[src/rtl/dc_decode_queue_if.sv]
`default_nettype none
// ============================================================================
// Module   : dc_decode_queue_if
// Brief    : Fetch-side and dispatch-side signal bundle for dc_decode_queue.
// Revision : 1.0
// ============================================================================
interface dc_decode_queue_if #(
  parameter int DEPTH = 4
);
  localparam int CNT_W = $clog2(DEPTH + 1);

  logic              IF_valid;
  logic [31:0]       DC_in_pc;
  logic [31:0]       DC_in_inst;
  logic              DC_in_jump;
  logic              DC_ready;
  logic              rob_ready;
  logic              IS_ready;
  logic              ld_ready;
  logic              st_ready;
  logic              stall;
  logic              mispredict;
  logic              out_valid;
  logic              dispatch_fire;
  logic [31:0]       out_pc;
  logic [31:0]       out_inst;
  logic [31:0]       out_imm;
  logic [4:0]        out_op;
  logic [2:0]        out_f3;
  logic [6:0]        out_f7;
  logic [5:0]        out_A_rs1;
  logic [5:0]        out_A_rs2;
  logic [5:0]        out_A_rd;
  logic              out_allocate_rd;
  logic [2:0]        out_fu_sel;
  logic              out_jump;
  logic [CNT_W-1:0]  count;

  modport slave (
    input  IF_valid, DC_in_pc, DC_in_inst, DC_in_jump,
    input  rob_ready, IS_ready, ld_ready, st_ready, stall, mispredict,
    output DC_ready, out_valid, dispatch_fire,
    output out_pc, out_inst, out_imm, out_op, out_f3, out_f7,
    output out_A_rs1, out_A_rs2, out_A_rd, out_allocate_rd, out_fu_sel, out_jump,
    output count
  );

  modport master (
    output IF_valid, DC_in_pc, DC_in_inst, DC_in_jump,
    output rob_ready, IS_ready, ld_ready, st_ready, stall, mispredict,
    input  DC_ready, out_valid, dispatch_fire,
    input  out_pc, out_inst, out_imm, out_op, out_f3, out_f7,
    input  out_A_rs1, out_A_rs2, out_A_rd, out_allocate_rd, out_fu_sel, out_jump,
    input  count
  );
endinterface
`default_nettype wire

[src/rtl/dc_decode_queue.sv]
`default_nettype none
// ============================================================================
// Module   : dc_decode_queue
// Brief    : Decode-at-enqueue in-order FIFO between fetch and dispatch, with
//            optional empty-queue bypass and mispredict flush.
// Revision : 1.0
// ============================================================================
module dc_decode_queue #(
  parameter int DEPTH     = 4,
  parameter bit BYPASS_EN = 1'b1,
  parameter int ROB_IDX_W = 5
) (
  input wire clk,
  input wire rst,
  dc_decode_queue_if.slave bus
);

  localparam int PTR_W = $clog2(DEPTH);
  localparam int CNT_W = $clog2(DEPTH + 1);

  localparam logic [6:0] c_op_load   = 7'b0000011;
  localparam logic [6:0] c_op_fload  = 7'b0000111;
  localparam logic [6:0] c_op_imm    = 7'b0010011;
  localparam logic [6:0] c_op_auipc  = 7'b0010111;
  localparam logic [6:0] c_op_store  = 7'b0100011;
  localparam logic [6:0] c_op_fstore = 7'b0100111;
  localparam logic [6:0] c_op_r      = 7'b0110011;
  localparam logic [6:0] c_op_lui    = 7'b0110111;
  localparam logic [6:0] c_op_fp     = 7'b1010011;
  localparam logic [6:0] c_op_branch = 7'b1100011;
  localparam logic [6:0] c_op_jalr   = 7'b1100111;
  localparam logic [6:0] c_op_jal    = 7'b1101111;
  localparam logic [6:0] c_op_csr    = 7'b1110011;

  localparam logic [2:0] c_fu_alu   = 3'd0;
  localparam logic [2:0] c_fu_mul   = 3'd1;
  localparam logic [2:0] c_fu_div   = 3'd2;
  localparam logic [2:0] c_fu_falu  = 3'd3;
  localparam logic [2:0] c_fu_load  = 3'd6;
  localparam logic [2:0] c_fu_store = 3'd7;

  typedef struct packed {
    logic [31:0] pc;
    logic [31:0] inst;
    logic [31:0] imm;
    logic [5:0]  a_rs1;
    logic [5:0]  a_rs2;
    logic [5:0]  a_rd;
    logic        allocate_rd;
    logic [2:0]  fu_sel;
    logic        jump;
  } entry_t;

  entry_t             mem_q [DEPTH];
  entry_t             mem_d [DEPTH];
  logic [PTR_W-1:0]   head_q, head_d;
  logic [PTR_W-1:0]   tail_q, tail_d;
  logic [CNT_W-1:0]   count_q, count_d;

  entry_t             live;
  entry_t             sel;
  logic [31:0]        inst;
  logic [6:0]         op;
  logic               is_fp;
  logic               has_entries;
  logic               dc_ready;
  logic               enq;
  logic               need_ok;
  logic               out_valid;
  logic               fire;
  logic               wr;
  logic               deq;
  logic               unused_rob_idx_w;

  assign unused_rob_idx_w = (ROB_IDX_W > 0);

  // Live decode of the fetched instruction; captured into the FIFO on write.
  always_comb begin
    inst  = bus.DC_in_inst;
    op    = inst[6:0];
    is_fp = (op == c_op_fp);
    live  = '0;

    live.pc    = bus.DC_in_pc;
    live.inst  = inst;
    live.jump  = bus.DC_in_jump;
    live.a_rs1 = {is_fp, inst[19:15]};
    live.a_rs2 = {is_fp || (op == c_op_fstore), inst[24:20]};
    live.a_rd  = {is_fp || (op == c_op_fload), inst[11:7]};

    case (op)
      c_op_branch: live.imm = {{20{inst[31]}}, inst[7], inst[30:25], inst[11:8], 1'b0};
      c_op_jal:    live.imm = {{12{inst[31]}}, inst[19:12], inst[20], inst[30:21], 1'b0};
      c_op_imm, c_op_load, c_op_fload, c_op_jalr:
                   live.imm = {{20{inst[31]}}, inst[31:20]};
      c_op_store, c_op_fstore:
                   live.imm = {{20{inst[31]}}, inst[31:25], inst[11:7]};
      c_op_lui, c_op_auipc:
                   live.imm = {inst[31:12], 12'b0};
      c_op_csr:    live.imm = {20'b0, inst[31:20]};
      default:     live.imm = '0;
    endcase

    case (op)
      c_op_r:                  live.fu_sel = (inst[31:25] == 7'b0000001) ?
                                             (inst[14] ? c_fu_div : c_fu_mul) : c_fu_alu;
      c_op_fp:                 live.fu_sel = c_fu_falu;
      c_op_load, c_op_fload:   live.fu_sel = c_fu_load;
      c_op_store, c_op_fstore: live.fu_sel = c_fu_store;
      default:                 live.fu_sel = c_fu_alu;
    endcase

    live.allocate_rd = !((op == c_op_store) || (op == c_op_fstore) || (op == c_op_branch))
                       && (live.a_rd != 6'd0);
  end

  // Handshake: the head entry takes priority over the live decode.
  always_comb begin
    has_entries = (count_q != '0);
    sel         = has_entries ? mem_q[head_q] : live;
    dc_ready    = (count_q < CNT_W'(DEPTH)) && !bus.mispredict;
    enq         = bus.IF_valid && dc_ready;
    need_ok     = bus.rob_ready && bus.IS_ready
                  && ((sel.fu_sel != c_fu_load)  || bus.ld_ready)
                  && ((sel.fu_sel != c_fu_store) || bus.st_ready);
    out_valid   = has_entries || (BYPASS_EN && bus.IF_valid && !bus.mispredict);
    fire        = out_valid && need_ok && !bus.stall && !bus.mispredict;
    wr          = enq && !(fire && !has_entries);
    deq         = fire && has_entries;
  end

  always_comb begin
    mem_d   = mem_q;
    head_d  = head_q;
    tail_d  = tail_q;
    count_d = count_q;
    if (bus.mispredict) begin
      head_d  = '0;
      tail_d  = '0;
      count_d = '0;
    end else begin
      if (wr) begin
        mem_d[tail_q] = live;
        tail_d        = tail_q + PTR_W'(1);
      end
      if (deq) begin
        head_d = head_q + PTR_W'(1);
      end
      case ({wr, deq})
        2'b10:   count_d = count_q + CNT_W'(1);
        2'b01:   count_d = count_q - CNT_W'(1);
        default: count_d = count_q;
      endcase
    end
  end

  always_ff @(posedge clk) begin
    if (rst) begin
      head_q  <= '0;
      tail_q  <= '0;
      count_q <= '0;
      for (int k = 0; k < DEPTH; k++) begin
        mem_q[k] <= '0;
      end
    end else begin
      head_q  <= head_d;
      tail_q  <= tail_d;
      count_q <= count_d;
      for (int k = 0; k < DEPTH; k++) begin
        mem_q[k] <= mem_d[k];
      end
    end
  end

  assign bus.DC_ready        = dc_ready;
  assign bus.out_valid       = out_valid;
  assign bus.dispatch_fire   = fire;
  assign bus.out_pc          = sel.pc;
  assign bus.out_inst        = sel.inst;
  assign bus.out_imm         = sel.imm;
  assign bus.out_op          = sel.inst[6:2];
  assign bus.out_f3          = sel.inst[14:12];
  assign bus.out_f7          = sel.inst[31:25];
  assign bus.out_A_rs1       = sel.a_rs1;
  assign bus.out_A_rs2       = sel.a_rs2;
  assign bus.out_A_rd        = sel.a_rd;
  assign bus.out_allocate_rd = sel.allocate_rd;
  assign bus.out_fu_sel      = sel.fu_sel;
  assign bus.out_jump        = sel.jump;
  assign bus.count           = count_q;

endmodule
`default_nettype wire
[src/flat_wrapper.sv]
// flat-port wrapper written by rule: the top's interface ports become plain ports
module dc_decode_queue_flat 
#(
  parameter int DEPTH     = 4,
  parameter bit BYPASS_EN = 1'b1,
  parameter int ROB_IDX_W = 5
)
  (clk, rst, bus_IF_valid, bus_DC_in_pc, bus_DC_in_inst, bus_DC_in_jump, bus_rob_ready, bus_IS_ready, bus_ld_ready, bus_st_ready, bus_stall, bus_mispredict, bus_DC_ready, bus_out_valid, bus_dispatch_fire, bus_out_pc, bus_out_inst, bus_out_imm, bus_out_op, bus_out_f3, bus_out_f7, bus_out_A_rs1, bus_out_A_rs2, bus_out_A_rd, bus_out_allocate_rd, bus_out_fu_sel, bus_out_jump, bus_count);
  dc_decode_queue_if #(.DEPTH(DEPTH)) bus_i ();
  input wire clk;
  input wire rst;
  input wire logic [$bits(bus_i.IF_valid)-1:0] bus_IF_valid;
  input wire logic [$bits(bus_i.DC_in_pc)-1:0] bus_DC_in_pc;
  input wire logic [$bits(bus_i.DC_in_inst)-1:0] bus_DC_in_inst;
  input wire logic [$bits(bus_i.DC_in_jump)-1:0] bus_DC_in_jump;
  input wire logic [$bits(bus_i.rob_ready)-1:0] bus_rob_ready;
  input wire logic [$bits(bus_i.IS_ready)-1:0] bus_IS_ready;
  input wire logic [$bits(bus_i.ld_ready)-1:0] bus_ld_ready;
  input wire logic [$bits(bus_i.st_ready)-1:0] bus_st_ready;
  input wire logic [$bits(bus_i.stall)-1:0] bus_stall;
  input wire logic [$bits(bus_i.mispredict)-1:0] bus_mispredict;
  output wire logic [$bits(bus_i.DC_ready)-1:0] bus_DC_ready;
  output wire logic [$bits(bus_i.out_valid)-1:0] bus_out_valid;
  output wire logic [$bits(bus_i.dispatch_fire)-1:0] bus_dispatch_fire;
  output wire logic [$bits(bus_i.out_pc)-1:0] bus_out_pc;
  output wire logic [$bits(bus_i.out_inst)-1:0] bus_out_inst;
  output wire logic [$bits(bus_i.out_imm)-1:0] bus_out_imm;
  output wire logic [$bits(bus_i.out_op)-1:0] bus_out_op;
  output wire logic [$bits(bus_i.out_f3)-1:0] bus_out_f3;
  output wire logic [$bits(bus_i.out_f7)-1:0] bus_out_f7;
  output wire logic [$bits(bus_i.out_A_rs1)-1:0] bus_out_A_rs1;
  output wire logic [$bits(bus_i.out_A_rs2)-1:0] bus_out_A_rs2;
  output wire logic [$bits(bus_i.out_A_rd)-1:0] bus_out_A_rd;
  output wire logic [$bits(bus_i.out_allocate_rd)-1:0] bus_out_allocate_rd;
  output wire logic [$bits(bus_i.out_fu_sel)-1:0] bus_out_fu_sel;
  output wire logic [$bits(bus_i.out_jump)-1:0] bus_out_jump;
  output wire logic [$bits(bus_i.count)-1:0] bus_count;
  assign bus_i.IF_valid = bus_IF_valid;
  assign bus_i.DC_in_pc = bus_DC_in_pc;
  assign bus_i.DC_in_inst = bus_DC_in_inst;
  assign bus_i.DC_in_jump = bus_DC_in_jump;
  assign bus_i.rob_ready = bus_rob_ready;
  assign bus_i.IS_ready = bus_IS_ready;
  assign bus_i.ld_ready = bus_ld_ready;
  assign bus_i.st_ready = bus_st_ready;
  assign bus_i.stall = bus_stall;
  assign bus_i.mispredict = bus_mispredict;
  assign bus_DC_ready = bus_i.DC_ready;
  assign bus_out_valid = bus_i.out_valid;
  assign bus_dispatch_fire = bus_i.dispatch_fire;
  assign bus_out_pc = bus_i.out_pc;
  assign bus_out_inst = bus_i.out_inst;
  assign bus_out_imm = bus_i.out_imm;
  assign bus_out_op = bus_i.out_op;
  assign bus_out_f3 = bus_i.out_f3;
  assign bus_out_f7 = bus_i.out_f7;
  assign bus_out_A_rs1 = bus_i.out_A_rs1;
  assign bus_out_A_rs2 = bus_i.out_A_rs2;
  assign bus_out_A_rd = bus_i.out_A_rd;
  assign bus_out_allocate_rd = bus_i.out_allocate_rd;
  assign bus_out_fu_sel = bus_i.out_fu_sel;
  assign bus_out_jump = bus_i.out_jump;
  assign bus_count = bus_i.count;
  dc_decode_queue #(.DEPTH(DEPTH), .BYPASS_EN(BYPASS_EN), .ROB_IDX_W(ROB_IDX_W)) u_core (.clk(clk), .rst(rst), .bus(bus_i));
endmodule
[config.mk]
export PLATFORM = sky130hd
export DESIGN_NAME = dc_decode_queue_flat
export DESIGN_NICKNAME = d
export VERILOG_FILES = /design/src/rtl/dc_decode_queue_if.sv /design/src/rtl/dc_decode_queue.sv /design/src/flat_wrapper.sv
export SDC_FILE = /design/constraint.sdc
export NUM_CORES = 1
export LEC_CHECK = 0
export CAP_MARGIN = 20
export CELL_PAD_IN_SITES_DETAIL_PLACEMENT = 0
export CELL_PAD_IN_SITES_GLOBAL_PLACEMENT = 1
export CORE_ASPECT_RATIO = 2
export CORE_MARGIN = 2
export CORE_UTILIZATION = 45
export CTS_BUF_LIST = sky130_fd_sc_hd__clkbuf_4 sky130_fd_sc_hd__clkbuf_8 sky130_fd_sc_hd__clkbuf_16
export DETAILED_ROUTE_END_ITERATION = 12
export PLACE_DENSITY = 0.78
export SLEW_MARGIN = 20
export SYNTH_ARGS = -nofsm -noshare
export SYNTH_HDL_FRONTEND = slang
export SYNTH_SLANG_ARGS = --single-unit
[constraint.sdc]
create_clock -name clk -period 3.8 [get_ports clk]
set_clock_uncertainty 0.1 [all_clocks]
set_input_delay 0.76 -clock clk [delete_from_list [all_inputs] [get_ports clk]]
set_output_delay 0.76 -clock clk [all_outputs]
set_load 0.03 [all_outputs]
==> metrics.md, run 1 <==
| Metric | Value |
|---|---|
| Clock transition at the registers of the reported paths | 0.06 ns |
| Sw Pwr | 2.49 mW |
| CTS Sinks | 423 |
| Placer congestion estimate | about 0.86 |
| Port bufs | 213 |
| Slew @ Worst Pin | 0.788 ns |
| Peak supply drop | ~0.35 mV |
| Synth top area cells | dfxtp_1 (41%), mux2i_1 (18%), nand2_1 (12%) |
| Avg WL per Cell | 21.2 microns |
| Post-DRT Antenna Nets | 0 |
| Max-Cap Viols | 0 |
| Count leader, synth | nand2_1 |
| Initial Utilization | 45.6% |
| Post-Synth Adder-Cell Area | 0.403% |
| Sequential Power Share | 44.8% |
| Switching Fraction | 24.6% |
| Tcrit/Tclk final | 99.0% |
| I/O pin count | 214 |
| Worst slew margin | 46.8% |
| CTS tree | done |
| Total number of vias | 16700 |
| Bufs on Longest Clock Path | 3 |
| Diodes inserted | 0 |
| Fin. Hold Viols | 0 |
| Synthesis Warnings | 0 |
| CP arrival | 2.90 ns |
| WS Path Type | in -> out |
| Critical path launch point type | input pin |
| PwrDens | between 300 and 400 mW/mm^2 |
| Simple-Gate Fraction of Synth Area | 15.6% |
| #FFs+latches synth | approximately 420 |
| Synth-to-layout area growth | 24.5% |
| FFs w/ async S/R, synth | 0% |
| Outcome | finished clean |
| Largest family of logic cells by synthesized area | multiplexers |
| LEAKAGE | 11.0 nW |
| Post-synth EDFFs | 0 |
| Chip width | 155 microns |
| Synth Flop Type | dfxtp_1 |
| Fin crit period | approximately 3.8 ns |
| XOR/XNOR Fraction of Synth Area | 0.171% |
| Fillers | 3995 |
| Mux contribution to synthesized area | between 20 and 30% |
| Hold-fix buffers at CTS | 0 |
| Chip Height | 306 microns |
| Yosys top cell area share | 41.3% |
| Top post-synthesis cells by count | nand2_1 (681), dfxtp_1 (423), mux2i_1 (370) |
| CTS Buf Count | 39 |
| DRC | 0 |
| H-tree Lvls | 2 |
| Non-filler instance count after layout | 2905 |
| Synth Net Count | 2194 |
| Setup violations, final | 0 |
| Final Routed Wirelength | 61.7 mm |
| Design area | 0.0255 sq mm |
| Final max-slew violation count | 0 |
| HP Class | reg -> reg |
| Peak fanout along the critical path | 16 |
| Post-synthesis compound-gate area fraction | under 10% |
| CP required | 2.94 ns |
| Internal Power | 7.61 mW |
| First-pass GRT wire length | 96.6 mm |
| Fmax achieved | 266 MHz |
| Clock network fraction of total power | 43.4% |
| Vias in the first global route | 17700 |
| Dominant cell type by area after synthesis | dfxtp_1 |
| Drt first pass iters | 5 |
| Multi-input logic area | 0.0110 sq mm |
| Root buffer cell | clkbuf_16 |
| Row cnt | 110 |
| Hpwl dp | between 40 and 50 mm |
| Die area | 0.0474 sq mm |
| Mean Syn Cell Area | between 9 and 10 sq um |
| Mapped cell area | 0.0205 sq mm |
| Largest net degree at the start of global routing | 95 |
| Final #Nets | ~2400 |
| Total GRT Usage | 25.7% |
| Gate Count Post-Synth | 2114 |
| Via density | 5.76 |
| Combinational share of power | 11.9% |
| Gr ovfl total | 0 |
| Distinct cells, synth | 65 |
| DR iter-0 viols | 838 |
| Initial antenna violation count | 3 |
| Share of layout cells above drive strength 1 | 18.3% |
| Placed cells | about 2800 |
| Placed cell area | between 0.02 and 0.025 sq mm |
| Clock insertion delay at the later pin of the skew report | 0.53 ns |
| Core area | roughly 0.045 sq mm |
| Sequential Area | 0.00848 sq mm |
| Worst setup EP type | output pin |
| Register area share after synthesis | ~41% |
critical path, stage by stage:
cell and delay (ns):
clkdlybuf4s50_1 0.51, buf_4 0.20, buf_6 0.18, and2_1 0.16
a211oi_1 0.05, o21a_1 0.26, a221oi_1 0.44, nor2_1 0.15
buf_12 0.17
cell families (layout without fill, tap and decap cells):
group                      Yosys count  in the layout
AOI/OAI and AO/OA                  195            195
xor gates and xnor gates             4              4
adders and majority gates            6              6
buffers and inverters              231            462
DFF                                423            423
muxes                              476            476
and+or+nand+nor                    779            779
routing by layer:
metal / wire length, microns / GRT usage, % / vias to the layer above
li1: - / - / 7791
met1: 24200 / 29.5 / 8279
met2: 31500 / 46.4 / 500
met5: 36 / 0 / -
met3: 3070 / 4.01 / 149
met4: 2900 / 12.1 / 6
stage by stage:
step	worst slack [ns]	power, mW	hold WS (ns)	setup TNS (ns)	utilization, %
2_1_floorplan	0.159	5.29	0.332	0	-
3_3_place_gp	-0.218	5.79	0.338	-0.406	53.4
3_5_place_dp	-0.222	5.81	0.346	-0.845	53.4
4_1_cts	0.000315	10.2	0.357	0	56.6
5_1_grt	-0.0218	10.4	0.375	-0.0604	56.8
6_report	0.0369	10.1	0.355	0	56.8
layout by cell type, fill, tap and decap left out, types with 7 or more instances in the layout:
cell type / instances
nand2_1: 681
dfxtp_1: 420
mux2i_1: 370
clkdlybuf4s50_1: 168
buf_4: 153
mux4_2: 105
buf_12: 52
a41oi_1: 48
a211oi_1: 45
clkbuf_16: 41
o21ai_0: 29
nor2_1: 18
nand3_1: 15
a21oi_1: 14
inv_1: 13
o21ai_1: 11
a22oi_1: 11
or2_2: 10
nand4_1: 8
clkbuf_4: 8
nor3_1: 7
bufinv_16: 7
path summary, 6_finish.rpt:
kind	startpoint	endpoint	slack [ns]	cells past startpoint
setup reg to reg	u_core.bus.count[2]$_SDFFE_PP0P_	u_core.bus.count[2]$_SDFFE_PP0P_	0.89	10
setup / recovery	bus_DC_in_inst[2]	bus_out_imm[2]	0.04	9
hold / removal	u_core.mem_q[215]$_SDFFE_PP0P_	u_core.mem_q[215]$_SDFFE_PP0P_	0.36	2
hold reg to reg	u_core.mem_q[215]$_SDFFE_PP0P_	u_core.mem_q[215]$_SDFFE_PP0P_	0.36	2
power groups by stage:
stage / combinational, mW / sequential, mW / clock (mW)
final: 1.20 / 4.52 / 4.38
after detailed placement: 1.19 / 4.62 / 0
after floorplan: 0.677 / 4.61 / 0
after global placement: 1.18 / 4.62 / 0
after CTS: 1.19 / 4.52 / 4.48
after global routing: 1.27 / 4.52 / 4.61
registers in the layout (all words and copies together) (netlist names):
signal            count
u_core.bus.count      3
u_core.head_q         2
u_core.tail_q         2
u_core.mem_q        416
cell type report:
cell class                      count  share of cell area [%]
Clock buffer                       55                    4.58
Tap cell                          560                    2.74
Inverter                           14                   0.235
Clock inverter                     15                    1.01
Timing Repair Buffer              378                    15.4
Sequential cell                   423                    33.2
Multi-Input combinational cell   1460                    42.9
what timing repair did:
item	in CTS	in global routing
setup buffers	1	0
endpoints found under the hold margin	0	0
resized for setup	11	22
gates cloned	0	1
setup endpoints to repair	21	31
pin swaps	1	2
No activity file was read; power rests on OpenSTA's default activity.
==> inputs of run 2 (changes only) <==
--- a/config.mk
+++ b/config.mk
@@ -10,10 +10,10 @@
 export CELL_PAD_IN_SITES_GLOBAL_PLACEMENT = 1
 export CORE_ASPECT_RATIO = 2
 export CORE_MARGIN = 2
-export CORE_UTILIZATION = 45
+export CORE_UTILIZATION = 40
 export CTS_BUF_LIST = sky130_fd_sc_hd__clkbuf_4 sky130_fd_sc_hd__clkbuf_8 sky130_fd_sc_hd__clkbuf_16
 export DETAILED_ROUTE_END_ITERATION = 12
-export PLACE_DENSITY = 0.78
+export PLACE_DENSITY = 0.73
 export SLEW_MARGIN = 20
 export SYNTH_ARGS = -nofsm -noshare
 export SYNTH_HDL_FRONTEND = slang
==> constraint.sdc (replaced) <==
create_clock -name clk -period 3.4 [get_ports clk]
set_clock_uncertainty 0.1 [all_clocks]
set_input_delay 0.68 -clock clk [delete_from_list [all_inputs] [get_ports clk]]
set_output_delay 0.68 -clock clk [all_outputs]
set_load 0.03 [all_outputs]
==> run 2 against run 1 <==
  * Utilization decreased by 4.9 points
  * Wire length increased by 3.2%
  * Critical path type unchanged
  * Combinational power increased by 15%
  * First-iteration DRC count increased by 2.4%
  * Worst hold slack about the same
  * Global-route usage decreased by 1.8 points
  * Clock-buffer cell count increased by 6
  * Non-clock buffer count increased by 54
  * Final cell count increased by 5.2%
  * Sequential power increased by 12%
==> metrics.md, run 2 (synthesis results as in run 1) <==
| Metric | Value |
|---|---|
| Placed cells | 2961 |
| Total GRT Usage | 23.9% |
| CP Cell Sequence | clkdlybuf4s50_1, or4_4, or2_4, o21ai_2, and3_4, o21ai_2, buf_12 |
| CP bufs+invs | 2 |
| CTS Sinks | approximately 420 |
| Hold path depth | 2 |
| Most frequent cells in the layout | nand2_1 (681), dfxtp_1 (418), mux2i_1 (370) |
| Hold-fix buffers at CTS | 0 |
| Max stage delay on crit path | 0.61 ns |
| Worst slew margin | between 40% and 50% |
| Final #Nets | between 2000 and 2500 |
| Worst hold path endpoint | u_core.mem_q[26]$_SDFFE_PP0P_ |
| Setup TNS Final | 0 ns |
| Share of layout cells above drive strength 1 | 21.6% |
| Critical path's slowest cell | or4_4 |
| H-tree Lvls | 2 |
| DR iter-0 viols | 858 |
| Max-Cap Viols | 0 |
| Most used routing layer | met2 |
| Via density | 5.54 |
| PwrDens | 417 mW/mm^2 |
| Peak supply drop | 0.426 mV |
| First-pass GRT wire length | 99.2 mm |
| Critical path launch point type | input pin |
| Initial antenna violation count | 6 |
| Sw Pwr | 2.83 mW |
| WS Path Type | in -> out |
| Outcome | finished clean |
| Worst setup EP type | output pin |
| Critical register-to-register path startpoint | u_core.head_q[0]$_SDFFE_PP0P_ |
| CP arrival | roughly 2.6 ns |
| Fin crit period | 3.33 ns |
| Hpwl dp | roughly 44 mm |
| Vias in the first global route | 17500 |
| RR Endpoint | u_core.bus.count[2]$_SDFFE_PP0P_ |
| CP required | 2.62 ns |
| Sequential Power Share | 46.0% |
| Core area | 0.0508 sq mm |
| Met1 usage | 27.6% |
| Chip width | 164 microns |
| Gr ovfl total | 0 |
| Diodes inserted | 0 |
| Fmax achieved | 300 MHz |
| Worst hold path startpoint | u_core.mem_q[26]$_SDFFE_PP0P_ |
| Fin. Hold Viols | 0 |
| Port bufs | 213 |
| Largest net degree at the start of global routing | 100 |
| Drt first pass iters | 6 |
| Peak fanout along the critical path | 2 |
| Utilization after layout | ~52% |
| Design area | 0.0263 sq mm |
| Worst path depth | 7 |
| Initial Utilization | 40.4% |
| Synth-to-layout area growth | 28.4% |
| Total power | between 10 and 15 mW |
| Root buffer cell | clkbuf_16 |
| Placer congestion estimate | approximately 0.8 |
| Row cnt | 117 |
| Placed cell area | 0.0246 sq mm |
| GR Util met3 | 3.90% |
| Final max-slew violation count | 0 |
| Bufs on Longest Clock Path | 3 |
| Commonest non-fill, non-tap cell in the layout | nand2_1 |
| Total number of vias | 16900 |
| Die area | approximately 0.053 sq mm |
| R2R depth | 11 |
| Clock network fraction of total power | 41.5% |
| DRC | 0 |
| LEAKAGE | 11.6 nW |
| Tcrit/Tclk final | approximately 98% |
| Slew @ Worst Pin | 0.830 ns |
| CTS tree | done |
| Internal Power | 8.15 mW |
| Clock transition at the registers of the reported paths | 0.06 ns |
| Top reg by flops | u_core.mem_q |
| HP Class | reg -> reg |
| Avg WL per Cell | 20.8 microns |
| Clock insertion delay at the later pin of the skew report | 0.55 ns |
| Post-DRT Antenna Nets | 0 |
| Crit path top cell by count | o21ai_2 |
| CTS Buf Count | 41 |
| Max FFs per register | 416 |
| Setup violations, final | 0 |
| Final Routed Wirelength | 63.7 mm |
| Met2 usage | 43.1% |
| Chip Height | 324 microns |
| R2R setup slack | 0.40 ns |
| Switching Fraction | about 26% |
| Non-filler instance count after layout | 3055 |
| I/O pin count | 214 |
| Combinational share of power | 12.5% |
| Crit path max-delay family | simple AND/OR/NAND/NOR gates |
run 2: cell count changes in the layout (fill, tap and decap cells not counted), moves of 8 or more:
cell	change
o21ai_1	+8
buf_12	+21
dlygate4sd2_1	+34
clkdlybuf4s50_1	-60
buf_4	+41
o21ai_0	-15
run 2: worst reg2reg max path, stage by stage (launching register included):
cell     delay (ns)
dfxtp_4        0.46
buf_4          0.15
mux4_2         0.53
mux2_2         0.24
o211a_1        0.24
ha_1           0.20
inv_1          0.06
fa_1           0.38
xor2_1         0.16
nor2_1         0.11
xnor2_1        0.07
nor3_1         0.19
run 2: layout make-up:
cell class                      instances  area (sq um)
Clock inverter                         10          68.8
Clock buffer                           61          1250
Timing Repair Buffer                  432          4610
Multi-Input combinational cell       1461         11000
Sequential cell                       423          8480
Tap cell                              654           818
Inverter                               14          60.1
Fill cell                            4595         24500
run 2: metal layers:
| metal | up-vias | share of wire (%) |
|---|---|---|
| met5 | - | 0.13 |
| met4 | 12 | 4.1 |
| met3 | 135 | 5.1 |
| met2 | 519 | 52 |
| met1 | 8335 | 39 |
| li1 | 7911 | - |
run 2: what timing repair did:
item / CTS / global route
setup buffers: 6 / 13
pin swaps: 10 / 10
cloned: 4 / 0
gates resized for setup: 82 / 30
endpoints found under the setup margin: 117 / 77
run 2: worst max-delay path by stage:
stage | start | end
final | bus_DC_in_inst[8] | bus_out_allocate_rd
after global routing | bus_DC_in_inst[6] | bus_out_imm[8]
after CTS | bus_DC_in_inst[3] | bus_out_imm[18]
after detailed placement | bus_DC_in_inst[4] | bus_out_imm[18]
after global placement | bus_DC_in_inst[4] | bus_out_imm[18]
after floorplan | bus_DC_in_inst[4] | bus_out_imm[10]
run 2: per-stage QoR:
step           setup slack [ns]  hold slack (ns)
2_1_floorplan            0.0939            0.332
3_3_place_gp             -0.348            0.339
3_5_place_dp             -0.422            0.345
4_1_cts                 -0.0479            0.354
5_1_grt                 -0.0203            0.366
6_report                 0.0711            0.355
run 2: power by group through the flow:
stage	registers [mW]	clock network (mW)	logic (mW)
finish	5.05	4.56	1.38
global route	5.06	4.85	1.46
global placement	5.16	0	1.36
CTS	5.05	4.66	1.38
floorplan	5.15	0	0.757
detailed placement	5.16	0	1.37
